**config.mk**
```make
export PLATFORM = sky130hd
export DESIGN_NAME = vita49_pack64
export DESIGN_NICKNAME = d
export VERILOG_FILES = /design/src/rtl/vita49_pack64.sv
export SDC_FILE = /design/constraint.sdc
export NUM_CORES = 1
export LEC_CHECK = 0
export CAP_MARGIN = 20
export CORE_ASPECT_RATIO = 1.2
export CORE_MARGIN = 2
export CORE_UTILIZATION = 40
export DETAILED_ROUTE_END_ITERATION = 8
export GPL_ROUTABILITY_DRIVEN = 0
export MAX_ROUTING_LAYER = met4
export PLACE_DENSITY = 0.67
export SLEW_MARGIN = 20
export SYNTH_ARGS = -nofsm -noshare
export SYNTH_HDL_FRONTEND = slang
export SYNTH_SLANG_ARGS = --single-unit
```
**constraint.sdc**
```tcl
create_clock -name AXIS_ACLK -period 4.25 [get_ports AXIS_ACLK]
set_input_delay 1.275 -clock AXIS_ACLK [delete_from_list [all_inputs] [get_ports AXIS_ACLK]]
set_output_delay 1.275 -clock AXIS_ACLK [all_outputs]
set_load 0.01 [all_outputs]
```
**src/rtl/vita49_pack64.sv**
```systemverilog
`default_nettype none
// ============================================================================
//  Module      : vita49_pack64
//  Description : Frames a gated 32-bit sample AXI-Stream into VITA-49 IF-data
//                packets: header, stream ID, integer timestamp, fractional
//                timestamp (hi/lo) and a fixed-length payload. The timestamp
//                is the tsi/tsf value present when the first payload sample is
//                offered while idle.
//  Revision    : 1.0 - initial release
// ----------------------------------------------------------------------------
//  Ports
//    AXIS_ACLK / AXIS_ARESET      : clock, synchronous active-high reset
//    S_AXIS_*                     : sample stream in (TLAST ignored)
//    M_AXIS_*                     : packet stream out
//    en                           : packetizer enable, checked between packets
//    stream_id, payload_len       : per-packet framing controls
//    tsi, tsf                     : timing-unit timestamp
//    pkt_count                    : packets completed since reset (wraps)
//    busy                         : a packet is in progress
// ============================================================================
module vita49_pack64 #(
    parameter int         C_AXIS_TDATA_NUM_BYTES = 4,
    parameter logic [3:0] C_PKT_TYPE             = 4'b0001,
    parameter logic [1:0] C_TSI_TYPE             = 2'b01,
    parameter logic [1:0] C_TSF_TYPE             = 2'b10
) (
    input  logic                                  AXIS_ACLK,
    input  logic                                  AXIS_ARESET,
    input  logic [C_AXIS_TDATA_NUM_BYTES*8-1:0]   S_AXIS_TDATA,
    input  logic [C_AXIS_TDATA_NUM_BYTES-1:0]     S_AXIS_TSTRB,
    input  logic                                  S_AXIS_TLAST,
    input  logic                                  S_AXIS_TVALID,
    output logic                                  S_AXIS_TREADY,
    output logic [C_AXIS_TDATA_NUM_BYTES*8-1:0]   M_AXIS_TDATA,
    output logic [C_AXIS_TDATA_NUM_BYTES-1:0]     M_AXIS_TSTRB,
    output logic                                  M_AXIS_TLAST,
    output logic                                  M_AXIS_TVALID,
    input  logic                                  M_AXIS_TREADY,
    input  logic                                  en,
    input  logic [31:0]                           stream_id,
    input  logic [15:0]                           payload_len,
    input  logic [31:0]                           tsi,
    input  logic [63:0]                           tsf,
    output logic [31:0]                           pkt_count,
    output logic                                  busy
);

    localparam logic [15:0] C_MAX_LEN  = 16'd65530;  // keeps size field within 16 bits
    localparam logic [15:0] C_HDR_WDS  = 16'd5;

    typedef enum logic [2:0] {
        ST_IDLE    = 3'd0,
        ST_HDR     = 3'd1,
        ST_SID     = 3'd2,
        ST_TSI     = 3'd3,
        ST_TSF_HI  = 3'd4,
        ST_TSF_LO  = 3'd5,
        ST_PAYLOAD = 3'd6
    } state_t;

    state_t       state_q, state_d;
    logic [3:0]   seq_q, seq_d;
    logic [31:0]  pkt_count_q, pkt_count_d;
    logic [15:0]  len_q, len_d;
    logic [15:0]  cnt_q, cnt_d;
    logic [31:0]  sid_q, sid_d;
    logic [31:0]  tsi_q, tsi_d;
    logic [63:0]  tsf_q, tsf_d;

    logic [15:0]  w_len_eff;
    logic [15:0]  w_hdr_size;
    logic [31:0]  w_hdr_word;
    logic         w_last;

    // TLAST from the sample stream plays no part in framing.
    logic         w_unused_tlast;
    assign w_unused_tlast = S_AXIS_TLAST;

    // A zero length would never produce TLAST, so it is promoted to one word.
    always_comb begin
        w_len_eff = payload_len;
        if (payload_len == 16'd0) begin
            w_len_eff = 16'd1;
        end else if (payload_len > C_MAX_LEN) begin
            w_len_eff = C_MAX_LEN;
        end
    end

    assign w_hdr_size = len_q + C_HDR_WDS;
    assign w_hdr_word = {C_PKT_TYPE, 1'b0, 1'b0, 2'b00, C_TSI_TYPE, C_TSF_TYPE,
                         seq_q, w_hdr_size};
    assign w_last     = (cnt_q == (len_q - 16'd1));

    always_comb begin
        state_d       = state_q;
        seq_d         = seq_q;
        pkt_count_d   = pkt_count_q;
        len_d         = len_q;
        cnt_d         = cnt_q;
        sid_d         = sid_q;
        tsi_d         = tsi_q;
        tsf_d         = tsf_q;
        S_AXIS_TREADY = 1'b0;
        M_AXIS_TDATA  = '0;
        M_AXIS_TSTRB  = '0;
        M_AXIS_TLAST  = 1'b0;
        M_AXIS_TVALID = 1'b0;

        case (state_q)
            ST_IDLE: begin
                // The triggering sample is not consumed here; it is passed
                // through once the header has gone out.
                if (en && S_AXIS_TVALID) begin
                    len_d   = w_len_eff;
                    sid_d   = stream_id;
                    tsi_d   = tsi;
                    tsf_d   = tsf;
                    cnt_d   = 16'd0;
                    state_d = ST_HDR;
                end
            end
            ST_HDR: begin
                M_AXIS_TVALID = 1'b1;
                M_AXIS_TSTRB  = '1;
                M_AXIS_TDATA  = w_hdr_word;
                if (M_AXIS_TREADY) state_d = ST_SID;
            end
            ST_SID: begin
                M_AXIS_TVALID = 1'b1;
                M_AXIS_TSTRB  = '1;
                M_AXIS_TDATA  = sid_q;
                if (M_AXIS_TREADY) state_d = ST_TSI;
            end
            ST_TSI: begin
                M_AXIS_TVALID = 1'b1;
                M_AXIS_TSTRB  = '1;
                M_AXIS_TDATA  = tsi_q;
                if (M_AXIS_TREADY) state_d = ST_TSF_HI;
            end
            ST_TSF_HI: begin
                M_AXIS_TVALID = 1'b1;
                M_AXIS_TSTRB  = '1;
                M_AXIS_TDATA  = tsf_q[63:32];
                if (M_AXIS_TREADY) state_d = ST_TSF_LO;
            end
            ST_TSF_LO: begin
                M_AXIS_TVALID = 1'b1;
                M_AXIS_TSTRB  = '1;
                M_AXIS_TDATA  = tsf_q[31:0];
                if (M_AXIS_TREADY) state_d = ST_PAYLOAD;
            end
            ST_PAYLOAD: begin
                M_AXIS_TDATA  = S_AXIS_TDATA;
                M_AXIS_TSTRB  = S_AXIS_TSTRB;
                M_AXIS_TVALID = S_AXIS_TVALID;
                M_AXIS_TLAST  = w_last;
                S_AXIS_TREADY = M_AXIS_TREADY;
                if (S_AXIS_TVALID && M_AXIS_TREADY) begin
                    if (w_last) begin
                        seq_d       = seq_q + 4'd1;
                        pkt_count_d = pkt_count_q + 32'd1;
                        cnt_d       = 16'd0;
                        state_d     = ST_IDLE;
                    end else begin
                        cnt_d = cnt_q + 16'd1;
                    end
                end
            end
            default: begin
                state_d = ST_IDLE;
            end
        endcase
    end

    always_ff @(posedge AXIS_ACLK) begin
        if (AXIS_ARESET) begin
            state_q     <= ST_IDLE;
            seq_q       <= 4'd0;
            pkt_count_q <= 32'd0;
            len_q       <= 16'd1;
            cnt_q       <= 16'd0;
            sid_q       <= 32'd0;
            tsi_q       <= 32'd0;
            tsf_q       <= 64'd0;
        end else begin
            state_q     <= state_d;
            seq_q       <= seq_d;
            pkt_count_q <= pkt_count_d;
            len_q       <= len_d;
            cnt_q       <= cnt_d;
            sid_q       <= sid_d;
            tsi_q       <= tsi_d;
            tsf_q       <= tsf_d;
        end
    end

    assign pkt_count = pkt_count_q;
    assign busy      = (state_q != ST_IDLE);

endmodule
`default_nettype wire

```
* Yosys cells after proc, flatten, opt, wreduce, memory -nomap -nowiden
Index checks and enable logic that the tools add are counted.
** Storage, ports and cells
- Flip-flop bits (word level) :: 199
- Bits of input ports :: 186
** Cells by class
- Equality and inequality tests :: 15
- $lt $le $gt $ge :: 1
- Reductions and logical operators :: 11
- Add/sub/neg operators :: 5
- Mux-type cells :: 20
** Operators with widths (number)
- $pmux W32 S6 :: 1
- $mux W16 :: 5
- $add A32 B1 Y32 const B :: 1
- $pmux W16 S2 :: 1
- $mux W3 :: 8
- $pmux W3 S7 :: 1
- $add A16 B1 Y16 const B :: 1
- $add A16 B3 Y16 const B :: 1
- $eq A16 B16 Y1 :: 1
- $gt A16 B16 Y1 const B :: 1
- $logic_not A16 Y1 :: 1
- $ne A2 B2 Y1 const B :: 8
- $sub A16 B1 Y16 const B :: 1
- $eq A3 B3 Y1 const B :: 3
- $pmux W4 S2 :: 1
- $reduce_and A8 Y1 :: 1
- $eq A3 B2 Y1 const B :: 2
- $reduce_and A3 Y1 :: 2
- $reduce_or A5 Y1 :: 1
- $add A4 B1 Y4 const B :: 1
- $eq A3 B1 Y1 const B :: 1
- $logic_not A3 Y1 :: 1
- $reduce_bool A3 Y1 :: 1
- $logic_and A1 B1 Y1 :: 2
- other kinds (4) :: 5

* Depth between registers and ports, before layout
- Depth in word-level cells :: 5
- Gate-level depth with buffers :: 13
- Gate-level depth less buffers :: 10

* Worst setup path before layout
Ideal clock, no wire load.
- Kind :: register to output
- From :: reg len_q[0]
- To :: out M_AXIS_TLAST
- Data arrival time :: 2652 ps
- Data required time :: 2975 ps
- Buffers on the path :: 2
- Stages on the path, launching flop included :: 12
- Slack :: 323 ps
- Cell sequence :: dfxtp_1 clkbuf_1 inv_1 ha_1 buf_1 inv_1 a31oi_1 or3b_1 a22oi_2 o22ai_2 or4b_4 nor2_1
** Between the ends
- Word-level cells in the longest chain between the ends :: 3
** RTL lines
- from (decl) :: RTL line 64 : logic [15:0] len_q, len_d;
- from (signal assigned) :: RTL line 189 : len_q <= len_d;
- $sub A16 B1 Y16 :: RTL line 92 : assign w_last = (cnt_q == (len_q - 16'd1));
- $eq A16 B16 Y1 :: RTL line 92
- $mux W1 :: RTL line 109 : case (state_q)
- to (decl) :: RTL line 36 : output logic M_AXIS_TLAST,
Every way passes these cells.

* Worst setup path after layout
- From :: in S_AXIS_TDATA[4]
- To :: out M_AXIS_TDATA[4]
** Between the ends
- Word-level cells in the longest chain between the ends :: 1
** RTL lines
- from (decl) :: RTL line 29 : input logic [C_AXIS_TDATA_NUM_BYTES*8-1:0] S_AXIS_TDATA,
- $pmux W32 S6 :: RTL line 109
- to (decl) :: RTL line 34 : output logic [C_AXIS_TDATA_NUM_BYTES*8-1:0] M_AXIS_TDATA,
Every way passes these cells.

==> results.yml <==
routing:
  drt_iter0_drc: 674
  via_per_inst: 5.443
  post-route-drc-count: 0
  dr.pass1.iters: 5
  drtAntennaViolNets: 0
  wirelength_um: 32650
  vias: 10206
  wire_per_inst_um: 17.41
logic_synthesis:
  synth_flop_cell: "dfxtp_1"
  synthDistinctLibCells: 70
  syn-num-nets: 1498
  synth_edf_count: 0
  syn_avg_cell_area_sq_um: 7.802
  synthCells: 1307
  yosys_warnings: 0
  synth-seq-cells: 199
  seq_area_frac_synth_pct: 39.07
  syn_area_sq_um: 10200
  synthArstFlopShare_pct: 0
worst_setup_path:
  path_cells: "clkdlybuf4s50_1 > mux2_2 > a221oi_2 > o22ai_1 > clkdlybuf4s50_1"
  start_kind: "input port"
  cp.required_ns: 2.97
  path_max_fanout: 1
  crit_path_top_delay_cell: "clkdlybuf4s50_1"
  critical_path_buf_inv_count: 2
  crit_top_cell: "clkdlybuf4s50_1"
  worstPathArrival_ns: 2.92
  path_delay_family: "buffers and inverters"
  ff2ff_setup_slack_ns: 1.29
  critPathCaptureType: "output pin"
  worst-setup-path-type: "input port to output pin"
  critPathMaxStageDelay_ns: 0.53
cts:
  cts_setup_buffers: 0
  cts_buffer_depth: 2
  root_buffer: "clkbuf_16"
  cts_sinks: 199
  clock_latency_ns: 0.44
  h-tree-depth: 4
  cts-buffers-inserted: 17
  clkTransAtPathRegs_ns: 0.07
  cts_tree: "done"
  hold_buffers: 0
floorplan:
  core_sq_um: 25300
  die_area_sq_um: 26790
  io_pins: 258
  die_h_um: 178.9
  initial_utilization_pct: 40.30
  die_w_um: 149.8
  fp-row-count: 64
global_route:
  antenna_found_initial: 1
  grt_usage_pct: 24.23
  grt_pass1_vias: 9594
  grt_max_degree: 101
  grt-ovfl-total: 0
  grt_pass1_wl_um: 50300
outcome:
  status: "finished, final reports clean"
power_and_ir_drop:
  vdd_drop_max_mv: 0.3719
  power_density_nw_per_um2: 433.2
  total_power_w: 0.006002
  sw_frac_of_total_pct: 35.05
  switchingPower_w: 0.002104
  p_clk_share_pct: 27.5
  p_leak_nw: 4.849
  p_int_w: 0.003898
  combPwrFrac_pct: 36.6
  seq_power_share_pct: 35.8
cells_and_area:
  finalNonFillerCells: 1875
  drive_above_1_share_pct: 11.33
  final_util_pct: 54.76
  area_growth_pct: 35.88
  fin_nets: 1723
place:
  preCtsSetupSlack_ns: -0.05361
  dp_cells: 1843
  dp_hpwl_um: 23250
  port_buffers: 256
sta:
  postLayoutSetupSlackWorst_ns: 0.05854
  fmax_mhz: 238.6
  worst_slew_pin_slew_ns: 1.050
  tns_ns: 0
  fin_worst_skew_ns: 0.01849
  min_period_over_period_pct: 98.62
  slew_violations: 0
  hold_viol: 0
  setup_violations: 0
  period_needed_ns: 4.191
  relSlewSlack_pct: 29.99
job:
  max_cap_violations: 0
hold_path:
  hp-class: "flip-flop to flip-flop"
[cells by family after synthesis]
| logic type | Yosys count | synth area share (%) |
|---|---|---|
| and+or+nand+nor | 536 | 24.81 |
| AOI/OAI and AO/OA | 339 | 21.01 |
| muxes | 48 | 5.031 |
| buffers and inverters | 131 | 5.264 |
| DFF | 199 | 39.07 |
| adders and majority gates | 5 | 0.6135 |
| xor gates and xnor gates | 49 | 4.209 |
[power by group through the flow]
stage | clock [W] | combinational [W] | sequential (W)
after floorplan | 0 | 0.00126 | 0.00213
after global placement | 0 | 0.00215 | 0.00218
after detailed placement | 0 | 0.00217 | 0.00219
after CTS | 0.00169 | 0.00219 | 0.00215
after global routing | 0.00175 | 0.00238 | 0.00217
final | 0.00165 | 0.00220 | 0.00215
[sequential cells by signal, indices dropped and copies added, names as in the netlist]
signal	cells
sid_q	32
state_q	3
tsi_q	32
seq_q	4
len_q	16
pkt_count	32
cnt_q	16
tsf_q	64
[worst register-to-register path, delay by kind of cell (launching register included)]
family	cells	cell delay (ns)
compound gates	4	0.80
fa+ha+maj	1	0.20
buf+inv	2	0.26
flops	1	0.31
simple gates	4	1.25
[layer usage]
metal  part of all wire, %  GRT usage, %  vias to the layer above  routed length, um
li1                      -             -                     5027                  -
met1                    43         30.45                     4794              14060
met2                    49         39.64                      313              15990
met3                   4.3         3.282                       72               1415
met4                   3.6         9.434                        0               1179
met5                     0             -                        -                  0
[cell usage after synthesis, types with 3 or more instances]
| cell | count | area share [%] |
|---|---|---|
| mux2i_1 | 22 | 2.2 |
| nand4b_1 | 6 | 0.52 |
| inv_1 | 25 | 0.92 |
| nor3_1 | 23 | 1.1 |
| nor4_1 | 6 | 0.37 |
| and3_1 | 23 | 1.4 |
| and4_1 | 4 | 0.34 |
| clkbuf_1 | 82 | 3.0 |
| nand4_1 | 19 | 1.2 |
| buf_2 | 9 | 0.44 |
| a21oi_1 | 193 | 9.5 |
| a31o_2 | 12 | 1.0 |
| dfxtp_1 | 199 | 39 |
| nor2b_1 | 4 | 0.25 |
| buf_1 | 6 | 0.22 |
| nand3b_1 | 20 | 1.5 |
| o211ai_1 | 3 | 0.22 |
| and2_1 | 5 | 0.31 |
| xor2_1 | 23 | 2.0 |
| ha_1 | 5 | 0.61 |
| xnor2_1 | 26 | 2.2 |
| buf_4 | 5 | 0.37 |
| a22oi_1 | 15 | 1.1 |
| nor2_1 | 63 | 2.3 |
| o22ai_1 | 8 | 0.49 |
| a221oi_1 | 40 | 3.4 |
| a31oi_1 | 6 | 0.37 |
| nand2b_1 | 6 | 0.37 |
| o221ai_1 | 6 | 0.52 |
| or2_2 | 4 | 0.25 |
| nand3_1 | 22 | 1.1 |
| nand2_1 | 308 | 11 |
| a21bo_2 | 17 | 1.7 |
| mux2_2 | 25 | 2.8 |
| o21ai_0 | 20 | 0.98 |
| or4_1 | 3 | 0.22 |
[path summary, 6_finish.rpt]
| path | cells after the start | from | to |
|---|---|---|---|
| worst max-delay path | 5 | S_AXIS_TDATA[4] | M_AXIS_TDATA[4] |
| worst min-delay path | 2 | tsf_q[37] | tsf_q[37] |
| worst max register to register | 11 | len_q[0] | cnt_q[4] |
| worst min register to register | 2 | tsf_q[37] | tsf_q[37] |
[timing repair]
item,in CTS,in global routing
pin swaps,0,0
resized for setup,7,9
endpoints found under the setup margin,3,6
[cell usage in the layout (no fill, tap or decap), types with 5 or more instances in the layout]
cell type / synthesis / layout
nand4b_1: 6 / 6
nor2_1: 63 / 62
mux2i_1: 22 / 22
o221ai_1: 6 / 6
nand2b_1: 6 / 6
and2_1: 5 / 5
a31o_2: 12 / 12
nor4_1: 6 / 6
a221oi_1: 40 / 35
nor3_1: 23 / 21
and3_1: 23 / 22
a31oi_1: 6 / 6
nand4_1: 19 / 19
a22oi_1: 15 / 15
a21oi_1: 193 / 193
a21bo_2: 17 / 17
dfxtp_1: 199 / 195
clkdlybuf4s50_1: 0 / 254
mux2_2: 25 / 25
xnor2_1: 26 / 26
o21ai_0: 20 / 20
o22ai_1: 8 / 8
nand3_1: 22 / 21
inv_1: 25 / 25
xor2_1: 23 / 23
buf_4: 5 / 52
a221oi_2: 0 / 5
nand3b_1: 20 / 20
clkbuf_16: 0 / 17
nand2_1: 308 / 308
[stage by stage]
stage | instance area [sq um] | hold WS [ns]
floorplan | 10200 | 0.4329
CTS | 13820 | 0.4554
detailed placement | 13200 | 0.4439
finish | 13860 | 0.4542
global route | 13860 | 0.4712
global placement | 13200 | 0.4400
[final cells by class]
type / count / area [sq um]
Antenna cell: 1 / 2.502
Clock buffer: 18 / 429.2
Clock inverter: 13 / 163.9
Fill cell: 2464 / 11450
Inverter: 27 / 101.3
Multi-Input combinational cell: 977 / 5777
Sequential cell: 199 / 3989
Tap cell: 330 / 412.9
Timing Repair Buffer: 310 / 2980
Note: power is estimated with default switching activity, not from simulation.
